### src/rtl/imem_sram_responder.sv
// Instruction fetch responder: serves 32-bit words from a 16-bit SRAM via two
// half-word reads, with a one-entry line buffer for repeated fetches.
module imem_sram_responder #(
    parameter int unsigned SRAM_WAIT = 1
) (
    input  logic        clk,
    input  logic        rst,
    input  logic        req_valid,
    input  logic [31:0] req_addr,
    input  logic        flush,
    output logic        resp_valid,
    output logic [31:0] resp_inst,
    output logic        busy,
    output logic [17:0] sram_addr,
    output logic        sram_rd,
    input  logic [15:0] sram_rdata
);

    localparam logic [3:0] WAIT_LAST = 4'(SRAM_WAIT - 1);

    typedef enum logic [1:0] {IDLE, LOW, HIGH, DONE} state_t;

    state_t      state;
    state_t      state_nxt;
    logic [3:0]  wait_cnt;
    logic [29:0] tag;
    logic [15:0] low_half;
    logic        buf_valid;
    logic [29:0] buf_tag;
    logic [31:0] buf_data;
    logic        hit;
    logic        accept;
    logic        wait_done;
    logic        unused_addr_bits;

    assign hit              = buf_valid && (buf_tag == req_addr[31:2]);
    assign accept           = ((state == IDLE) || (state == DONE)) && req_valid && !flush;
    assign wait_done        = (wait_cnt == WAIT_LAST);
    assign unused_addr_bits = ^req_addr[1:0];

    // State register
    always_ff @(posedge clk or posedge rst) begin
        if (rst) begin
            state <= IDLE;
        end else begin
            state <= state_nxt;
        end
    end

    // Next-state logic; flush aborts in-flight reads and drops new requests
    always_comb begin
        state_nxt = state;
        case (state)
            IDLE, DONE: begin
                if (accept) begin
                    state_nxt = hit ? DONE : LOW;
                end else begin
                    state_nxt = IDLE;
                end
            end
            LOW: begin
                if (flush) begin
                    state_nxt = IDLE;
                end else if (wait_done) begin
                    state_nxt = HIGH;
                end
            end
            HIGH: begin
                if (flush) begin
                    state_nxt = IDLE;
                end else if (wait_done) begin
                    state_nxt = DONE;
                end
            end
            default: state_nxt = IDLE;
        endcase
    end

    // Strobes and handshake outputs
    always_comb begin
        sram_rd    = 1'b0;
        busy       = 1'b0;
        resp_valid = 1'b0;
        case (state)
            LOW, HIGH: begin
                sram_rd = 1'b1;
                busy    = 1'b1;
            end
            IDLE: begin
                busy = req_valid && !flush && !hit;
            end
            DONE: begin
                busy       = req_valid && !flush && !hit;
                resp_valid = !flush;
            end
            default: ;
        endcase
    end

    // Datapath: wait counter, SRAM address, half-word capture and line buffer
    always_ff @(posedge clk or posedge rst) begin
        if (rst) begin
            wait_cnt  <= 4'd0;
            tag       <= 30'd0;
            low_half  <= 16'd0;
            sram_addr <= 18'd0;
            resp_inst <= 32'd0;
            buf_valid <= 1'b0;
            buf_tag   <= 30'd0;
            buf_data  <= 32'd0;
        end else if (accept) begin
            wait_cnt <= 4'd0;
            if (hit) begin
                resp_inst <= buf_data;
            end else begin
                tag       <= req_addr[31:2];
                sram_addr <= {req_addr[18:2], 1'b0};
            end
        end else if ((state == LOW) || (state == HIGH)) begin
            if (flush || wait_done) begin
                wait_cnt <= 4'd0;
            end else begin
                wait_cnt <= wait_cnt + 4'd1;
            end
            if (!flush && wait_done) begin
                if (state == LOW) begin
                    low_half  <= sram_rdata;
                    sram_addr <= {tag[16:0], 1'b1};
                end else begin
                    resp_inst <= {sram_rdata, low_half};
                    buf_valid <= 1'b1;
                    buf_tag   <= tag;
                    buf_data  <= {sram_rdata, low_half};
                end
            end
        end
    end

endmodule

### config.mk
export PLATFORM = sky130hd
export DESIGN_NAME = imem_sram_responder
export DESIGN_NICKNAME = d
export VERILOG_FILES = /design/src/rtl/imem_sram_responder.sv
export SDC_FILE = /design/constraint.sdc
export NUM_CORES = 1
export LEC_CHECK = 0
export CAP_MARGIN = 0
export CORE_MARGIN = 1
export CORE_UTILIZATION = 58
export CTS_CLUSTER_DIAMETER = 60
export CTS_CLUSTER_SIZE = 8
export DETAILED_ROUTE_END_ITERATION = 7
export PLACE_DENSITY_LB_ADDON = 0.1
export REMOVE_ABC_BUFFERS = 1
export SLEW_MARGIN = 20
export SYNTH_ARGS = -nofsm -noshare
export SYNTH_HDL_FRONTEND = slang
export SYNTH_SLANG_ARGS = --single-unit
### constraint.sdc
create_clock -name clk -period 11.24 [get_ports clk]
set_clock_uncertainty 0.2 [all_clocks]
set_input_delay 2.81 -clock clk [delete_from_list [all_inputs] [get_ports clk]]
set_output_delay 2.81 -clock clk [all_outputs]
set_load 0.03 [all_outputs]
Word level (Yosys, flattened, before mapping)
Cells that the tools add are included.
Widths: inputs -> output; s select.
{ "totals": {"register_bits": 165, "out_inout_bits": 53, "elab_cells": 69} }
{ "classes": {"add_sub_neg": 1, "n_bitwise": 3, "eq_ne": 9, "reduce_logical": 24, "muxes": 23} }
{ "op_table": {"columns": ["cell", "count"], "rows": [
  ["$mux 32", 5],
  ["$mux 18", 5],
  ["$eq 30x30->1", 1],
  ["$reduce_and 4->1", 4],
  ["$mux 2", 6],
  ["$mux 4", 3],
  ["$logic_and 1x1->1", 6],
  ["$ne 2x2->1 const B", 3],
  ["$ne 3x3->1 const B", 2],
  ["$pmux 2 s3", 1],
  ["$reduce_bool 2->1", 3],
  ["$add 4x1->4 const B", 1],
  ["$eq 2x2->1 const B", 2],
  ["$logic_not 4->1", 1],
  ["$reduce_and 2->1", 2],
  ["$reduce_or 2->1", 2],
  ["$logic_or 1x1->1", 3],
  ["$not 1->1", 3],
  ["$eq 2x1->1 const B", 1],
  ["$logic_not 1->1", 2],
  ["$logic_not 2->1", 1],
  ["$mux 1", 2],
  ["$pmux 1 s2", 1]
]} }

Depth between registers and ports, before layout
Gate-level depths: netlist of run 1.
{ "logic_depth": {"word_depth": 6, "mapped_depth": 10, "mapped_depth_nobuf": 7} }

Least setup slack after synthesis of run 1
Ideal clock, no wire load.
{ "synth_timing": {"path_type": "input -> output", "from": "input req_addr[9]", "to": "output busy", "slack_ps": 4104, "arrival_ps": 4126, "cell_stages": 6, "cell_sequence": "xnor2_1 nand4_1 or4_1 buf_2 nor2_1 o21ai_0"} }
{ "synth_between": {"elab_chain_cells": 5} }
{ "synth_lines": {"columns": ["element", "line_no", "text"], "rows": [
  ["start: declaration", "9", "input logic [31:0] req_addr,"],
  ["$eq 30x30->1", "36", "assign hit = buf_valid && (buf_tag == req_addr[31:2]);"],
  ["$logic_and 1x1->1", "36", null],
  ["$logic_not 1->1", "90, 93", null],
  ["$logic_and 1x1->1", "90, 93", null],
  ["$pmux 1 s2", "84", "case (state)"],
  ["end: declaration", "13", "output logic busy,"]
]} }
Every way passes these cells.

Final worst setup path of run 1
{ "layout_timing": {"from": "input req_addr[2]", "to": "output busy"} }
The elaborated chain is that of the path after synthesis.

==> run_results.csv, run 1 <==
group,metric,value,unit
synth,synth_flop_cell,"dfrtp_1",
die,core,11610,um^2
cells_and_area,fillers,815,
place,gp_congestion,0.7841,
synth,yosysMostFrequentCell,"nand2_1",
sta,relSlewSlack,34.16,%
cells_and_area,ff_latch_area,4129,um^2
synth,yosys-top-cells-area,"dfrtp_1, nand2_1, mux2_2",
cells_and_area,nNetsFinal,777,
synth,synth_top_area_share,58.84,%
die,die_y,112.0,um
sta,hold_slack,0.2584,ns
sta,rsz0062_at_grt,"false",
die,io_pins,105,
cells_and_area,area_growth_syn_to_layout,22.91,%
sta,fin_setup_tns,0,ns
place,portBuffers,102,
grt,gr-total-overflow,0,
sta,max_freq,120.7,MHz
cts,cts-hold-fix-buffers,0,
die,initial_core_util,60.42,%
cts,post_cts_buffers,0,
cts,clk_pin_slew,0.06,ns
cts,cts.path.max_buffers,2,
grt,antenna_found_initial,0,
worst_setup_path,criticalPathCategory,"primary input to output port",
worst_setup_path,crit_required,8.23,ns
synth,netlist_area,7017,um^2
sta,fin_crit,8.288,ns
cts,cts.sinks,165,
synth,yosys_warnings,0,
worst_setup_path,start_kind,"primary input",
cells_and_area,layout.cells.non_filler,874,
grt,grt_pass1_vias,5065,
synth,synth_top_cells_by_count,"nand2_1, dfrtp_1, mux2_2",
drt,firstDrtPassIters,8,
synth,async_flop_share,100.0,%
drt,via_per_inst,5.586,
cts,cts_resized,0,
worst_setup_path,worstSetupEndpointType,"output port",
drt,num_vias,4882,
sta,hold_viol_final,0,
die,die_w,112.0,um
cells_and_area,multi_input_area,2709,um^2
synth,syn_area_per_cell,11.21,um^2
synth,seq_area_frac_synth,58.84,%
synth,yosysTopAreaCell,"dfrtp_1",
cts,cts_inserted_buffers,17,
cells_and_area,drive_above_1_share,15.46,%
run,drv_cap,0,
grt,grt_use_total,25.13,%
grt,grt_first_pass_wirelength,24500,um
worst_setup_path,cp_max_fo,6,
hold_path,hp-class,"flop to flop",
cts,clk_latency,0.42,ns
die,dieArea,12540,um^2
power_and_ir_drop,irDropWorstVdd,144.9,uV
synth,ys_types,37,
outcome,status,"complete, but fails checks",
sta,setup_viol,0,
drt,wirelength,14500,um
synth,syn_inst,626,
cells_and_area,antennaDiodeCount,0,
grt,grt_max_degree,89,
power_and_ir_drop,p_leak,3.865,nW
drt,postRouteAntennaNets,0,
synth,ys_ff_latch,165,
sta,slew_viol_final,0,
cts,htreeDepth,4,
cts,clock-root-buffer,"clkbuf_16",
cts,cts_tree,"done",
power_and_ir_drop,powerDensity,207.0,nW/um^2
place,detailed_place_hpwl,9008,um
worst_setup_path,crit_arrival,5.28,ns
drt,avgRoutedWirePerCell,16.59,um
sta,worst_slew_pin_slew,0.9865,ns
place,placed_cells,844,
sta,finalCritPeriodShare,73.73,%
cells_and_area,final_util,74.26,%
outcome,violations,"design-rule violations",
drt,dr.first_iter.drc_count,410,
die,placementRows,39,
drt,drc,5,
synth,synth_edf_count,0,
per-layer routing:
layer  track usage (%)  share of wire [%]
met1             32.44                 44
met2             41.16                 50
met3             6.587                4.6
met4             9.244                1.4
met5                 0                  0
path summary, 6_finish.rpt:
kind,from,end,slack (ns),cells past startpoint
hold reg to reg,tag[20],buf_tag[20],0.26,2
setup / recovery,req_addr[2],busy,2.95,7
max in group asynchronous,rst,low_half[14],6.67,3
hold / removal,tag[20],buf_tag[20],0.26,2
min in group asynchronous,rst,low_half[12],2.73,2
setup reg to reg,buf_tag[0],sram_addr[7],8.17,7
placed cells by master, fill, tap and decap left out, drive strengths merged, types with 11 or more instances in the layout:
| cell type | n |
|---|---|
| nand2 | 193 |
| dfrtp | 165 |
| clkdlybuf4s50 | 102 |
| mux2 | 46 |
| nand2b | 31 |
| o221a | 29 |
| clkbuf | 25 |
| o22a | 17 |
| o21a | 17 |
| xor2 | 16 |
| xnor2 | 15 |
| nor2 | 11 |
flip-flops by register name, summed over array words and instances (netlist names):
register / flops
buf_data: 32
resp_inst: 32
buf_tag: 30
tag: 30
sram_addr: 18
low_half: 16
wait_cnt: 4
state: 2
buf_valid: 1
power by group:
group	internal, mW	switching, mW	total (mW)	leakage (nW)
clock	0.290	0.212	0.501	0.247
sequential	0.747	0.0958	0.843	2.00
combinational	0.217	0.225	0.442	1.62
total	1.25	0.532	1.79	3.86
worst max-delay path, cell delays in order:
cell             delay [ns]
clkdlybuf4s50_1        0.46
xor2_1                 0.16
nor4_1                 0.40
nand4_1                0.45
nor2_1                 0.26
o21ai_0                0.10
clkdlybuf4s50_1        0.62
cells by family (layout without fill, tap and decap cells):
kind of cell / count (synthesis) / after routing / synth area share [%]
AOI/OAI and AO/OA: 76 / 76 / 10.08
xor gates and xnor gates: 31 / 31 / 3.869
adders and majority gates: 5 / 5 / 0.8916
buffers and inverters: 41 / 146 / 2.818
DFF: 165 / 165 / 58.84
muxes: 47 / 47 / 7.525
and+or+nand+nor: 261 / 261 / 15.98
cell type report:
| type | count | share of cell area [%] |
|---|---|---|
| Clock buffer | 25 | 5.513 |
| Clock inverter | 5 | 0.3192 |
| Inverter | 7 | 0.3627 |
| Multi-Input combinational cell | 420 | 31.41 |
| Sequential cell | 165 | 47.87 |
| Tap cell | 143 | 2.075 |
| Timing Repair Buffer | 109 | 12.45 |
per-stage QoR:
stage                     cell area [um^2]  power (mW)  worst slack, ns
final                                 8625       1.786            2.952
after global routing                  8625       1.875            2.795
after CTS                             8625       1.802            2.888
after detailed placement              8122       1.295            2.907
after global placement                8122       1.269            2.916
after floorplan                       6845       1.119            1.323
(Power assumes the default switching activity.)
==> run 2: changes to the inputs <==
--- a/config.mk
+++ b/config.mk
@@ -7,7 +7,7 @@
 export LEC_CHECK = 0
 export CAP_MARGIN = 0
 export CORE_MARGIN = 1
-export CORE_UTILIZATION = 58
+export CORE_UTILIZATION = 54
 export CTS_CLUSTER_DIAMETER = 60
 export CTS_CLUSTER_SIZE = 8
 export DETAILED_ROUTE_END_ITERATION = 7
==> constraint.sdc (replaced) <==
create_clock -name clk -period 7.73 [get_ports clk]
set_clock_uncertainty 0.2 [all_clocks]
set_input_delay 1.9325 -clock clk [delete_from_list [all_inputs] [get_ports clk]]
set_output_delay 1.9325 -clock clk [all_outputs]
set_load 0.03 [all_outputs]
==> run_results.csv, run 2 (synthesis results as in run 1) <==
group,metric,value,unit
sta,hold_viol_final,0,
cts,cts.sinks,165,
cts,cts.path.max_buffers,2,
grt,antenna_found_initial,0,
worst_setup_path,cp_max_fo,6,
cts,cts_tree,"done",
drt,wirelength,14460,um
worst_setup_path,crit_path_frequent_cell,"clkdlybuf4s50_1",
worst_setup_path,start_kind,"primary input",
worst_setup_path,crit_required,5.60,ns
grt,grt_pass1_vias,4940,
worst_setup_path,crit_chain,"clkdlybuf4s50_1 > xor2_1 > nor4_1 > nand4_1 > nor2_1 > o21ai_0 > clkdlybuf4s50_1",
cts,htreeDepth,4,
drt,num_vias,4906,
drt,avgRoutedWirePerCell,15.98,um
outcome,status,"finished, final reports clean",
grt,grt_use_total,23.28,%
drt,postRouteAntennaNets,0,
cells_and_area,antennaDiodeCount,0,
cells_and_area,fin_area,8722,um^2
power_and_ir_drop,powerDensity,305.2,nW/um^2
worst_setup_path,ff2ff_path_depth,6,
cells_and_area,drive_above_1_share,15.55,%
drt,firstDrtPassIters,4,
die,dieArea,13450,um^2
sta,max_freq,152.4,MHz
sta,relSlewSlack,30.11,%
worst_setup_path,crit_arrival,4.43,ns
worst_setup_path,cp-endpoint,"busy",
cells_and_area,area_growth_syn_to_layout,24.30,%
cts,post_cts_buffers,0,
power_and_ir_drop,p_leak,3.895,nW
die,placementRows,41,
grt,grt_first_pass_wirelength,23870,um
place,placed_area,8158,um^2
cells_and_area,final_cell_mix,"nand2_1, dfrtp_1, clkdlybuf4s50_1, mux2_2, nand2b_1",
drt,via_per_inst,5.421,
drt,highest_layer,"met4",
die,die_w,116.0,um
cts,cts_inserted_buffers,17,
sta,setup_viol,0,
cts,cts_resized,0,
drt,wl_met2,7343,um
cts,clock-root-buffer,"clkbuf_16",
drt,met3_length,667,um
place,gp_congestion,0.7642,
worst_setup_path,crit_path_start,"req_addr[2]",
drt,met1_length,6286,um
worst_setup_path,max_stage_delay,0.62,ns
die,core,12620,um^2
place,placed_cells,873,
cts,clk_pin_slew,0.06,ns
sta,rsz0062_at_grt,"false",
drt,drc,0,
worst_setup_path,criticalPathCategory,"primary input to output port",
grt,gr-total-overflow,0,
die,initial_core_util,55.60,%
sta,finalCritPeriodShare,84.91,%
hold_path,hp-class,"flop to flop",
cells_and_area,layout.cells.non_filler,905,
cells_and_area,layout_commonest_cell,"nand2_1",
cells_and_area,nNetsFinal,777,
sta,fin_crit,6.563,ns
worst_setup_path,r2r_setup_slack,4.26,ns
drt,dr.first_iter.drc_count,327,
worst_setup_path,crit_slowest_cell,"clkdlybuf4s50_1",
worst_setup_path,r2r_end,"tag[14]",
cts,clk_latency,0.41,ns
worst_setup_path,reg2reg_from,"buf_tag[0]",
grt,grt_max_degree,86,
place,detailed_place_hpwl,8868,um
die,io_pins,105,
run,drv_cap,0,
place,portBuffers,102,
cells_and_area,final_util,69.12,%
cts,cts-hold-fix-buffers,0,
cells_and_area,biggestRegsByFlops,"buf_data x32, resp_inst x32",
sta,slew_viol_final,0,
worst_setup_path,worstSetupEndpointType,"output port",
power_and_ir_drop,irDropWorstVdd,173.6,uV
die,die_y,116.0,um
sta,worst_slew_pin_slew,1.047,ns
## run 2: changes by cell type in the layout (fill, tap and decap cells not counted)
cell and change:
clkbuf_8 +3, clkinv_2 -2, clkinvlp_4 -1, buf_4 -1
clkbuf_1 +1, buf_6 +1, bufinv_16 +1
## run 2: layout make-up
cell class	instances	area [um^2]
clock buffers	29	520.5
clock inverters	3	40.04
inverters	7	31.28
repair buffers	109	1077
flip-flops and latches	165	4129
well taps	172	215.2
fillers	960	3897
multi-input cells	420	2709
## run 2: per-layer routing
| metal | track usage, % | up-vias |
|---|---|---|
| met1 | 29.06 | 2483 |
| met4 | 6.752 | 0 |
| met3 | 6.642 | 14 |
| met2 | 39.52 | 104 |
| li1 | - | 2305 |
| met5 | 0 | - |
## run 2: metrics by stage
stage	hold WS, ns	worst slack [ns]	power, mW	TNS [ns]
floorplan	0.2331	-1.310	1.626	-111.82
global placement	0.2406	1.122	1.847	0
detailed placement	0.2575	1.122	1.881	0
CTS	0.2691	1.121	2.687	0
global route	0.2896	0.9897	2.797	0
finish	0.2630	1.167	2.662	0
## run 2: worst min path at each step
stage                             end     from  cells after the start  slack [ns]
after floorplan           buf_tag[17]  tag[17]                      2        0.23
after global placement    buf_tag[23]  tag[23]                      2        0.24
after detailed placement  buf_tag[17]  tag[17]                      2        0.26
after CTS                 buf_tag[17]  tag[17]                      2        0.27
after global routing      buf_tag[26]  tag[26]                      2        0.29
final                     buf_tag[17]  tag[17]                      2        0.26
## run 2: critical path, delay by kind of cell
| kind | cells | cell delay, ns |
|---|---|---|
| buf+inv | 2 | 1.08 |
| compound gates | 1 | 0.12 |
| xor+xnor | 1 | 0.16 |
| simple gates | 3 | 1.13 |
## run 2: report_power, final
part	total [mW]	internal, mW	leakage, nW	switching [mW]
logic	0.641	0.316	1.62	0.326
clock network	0.798	0.486	0.276	0.311
registers	1.22	1.09	2.00	0.137
total	2.66	1.89	3.89	0.774
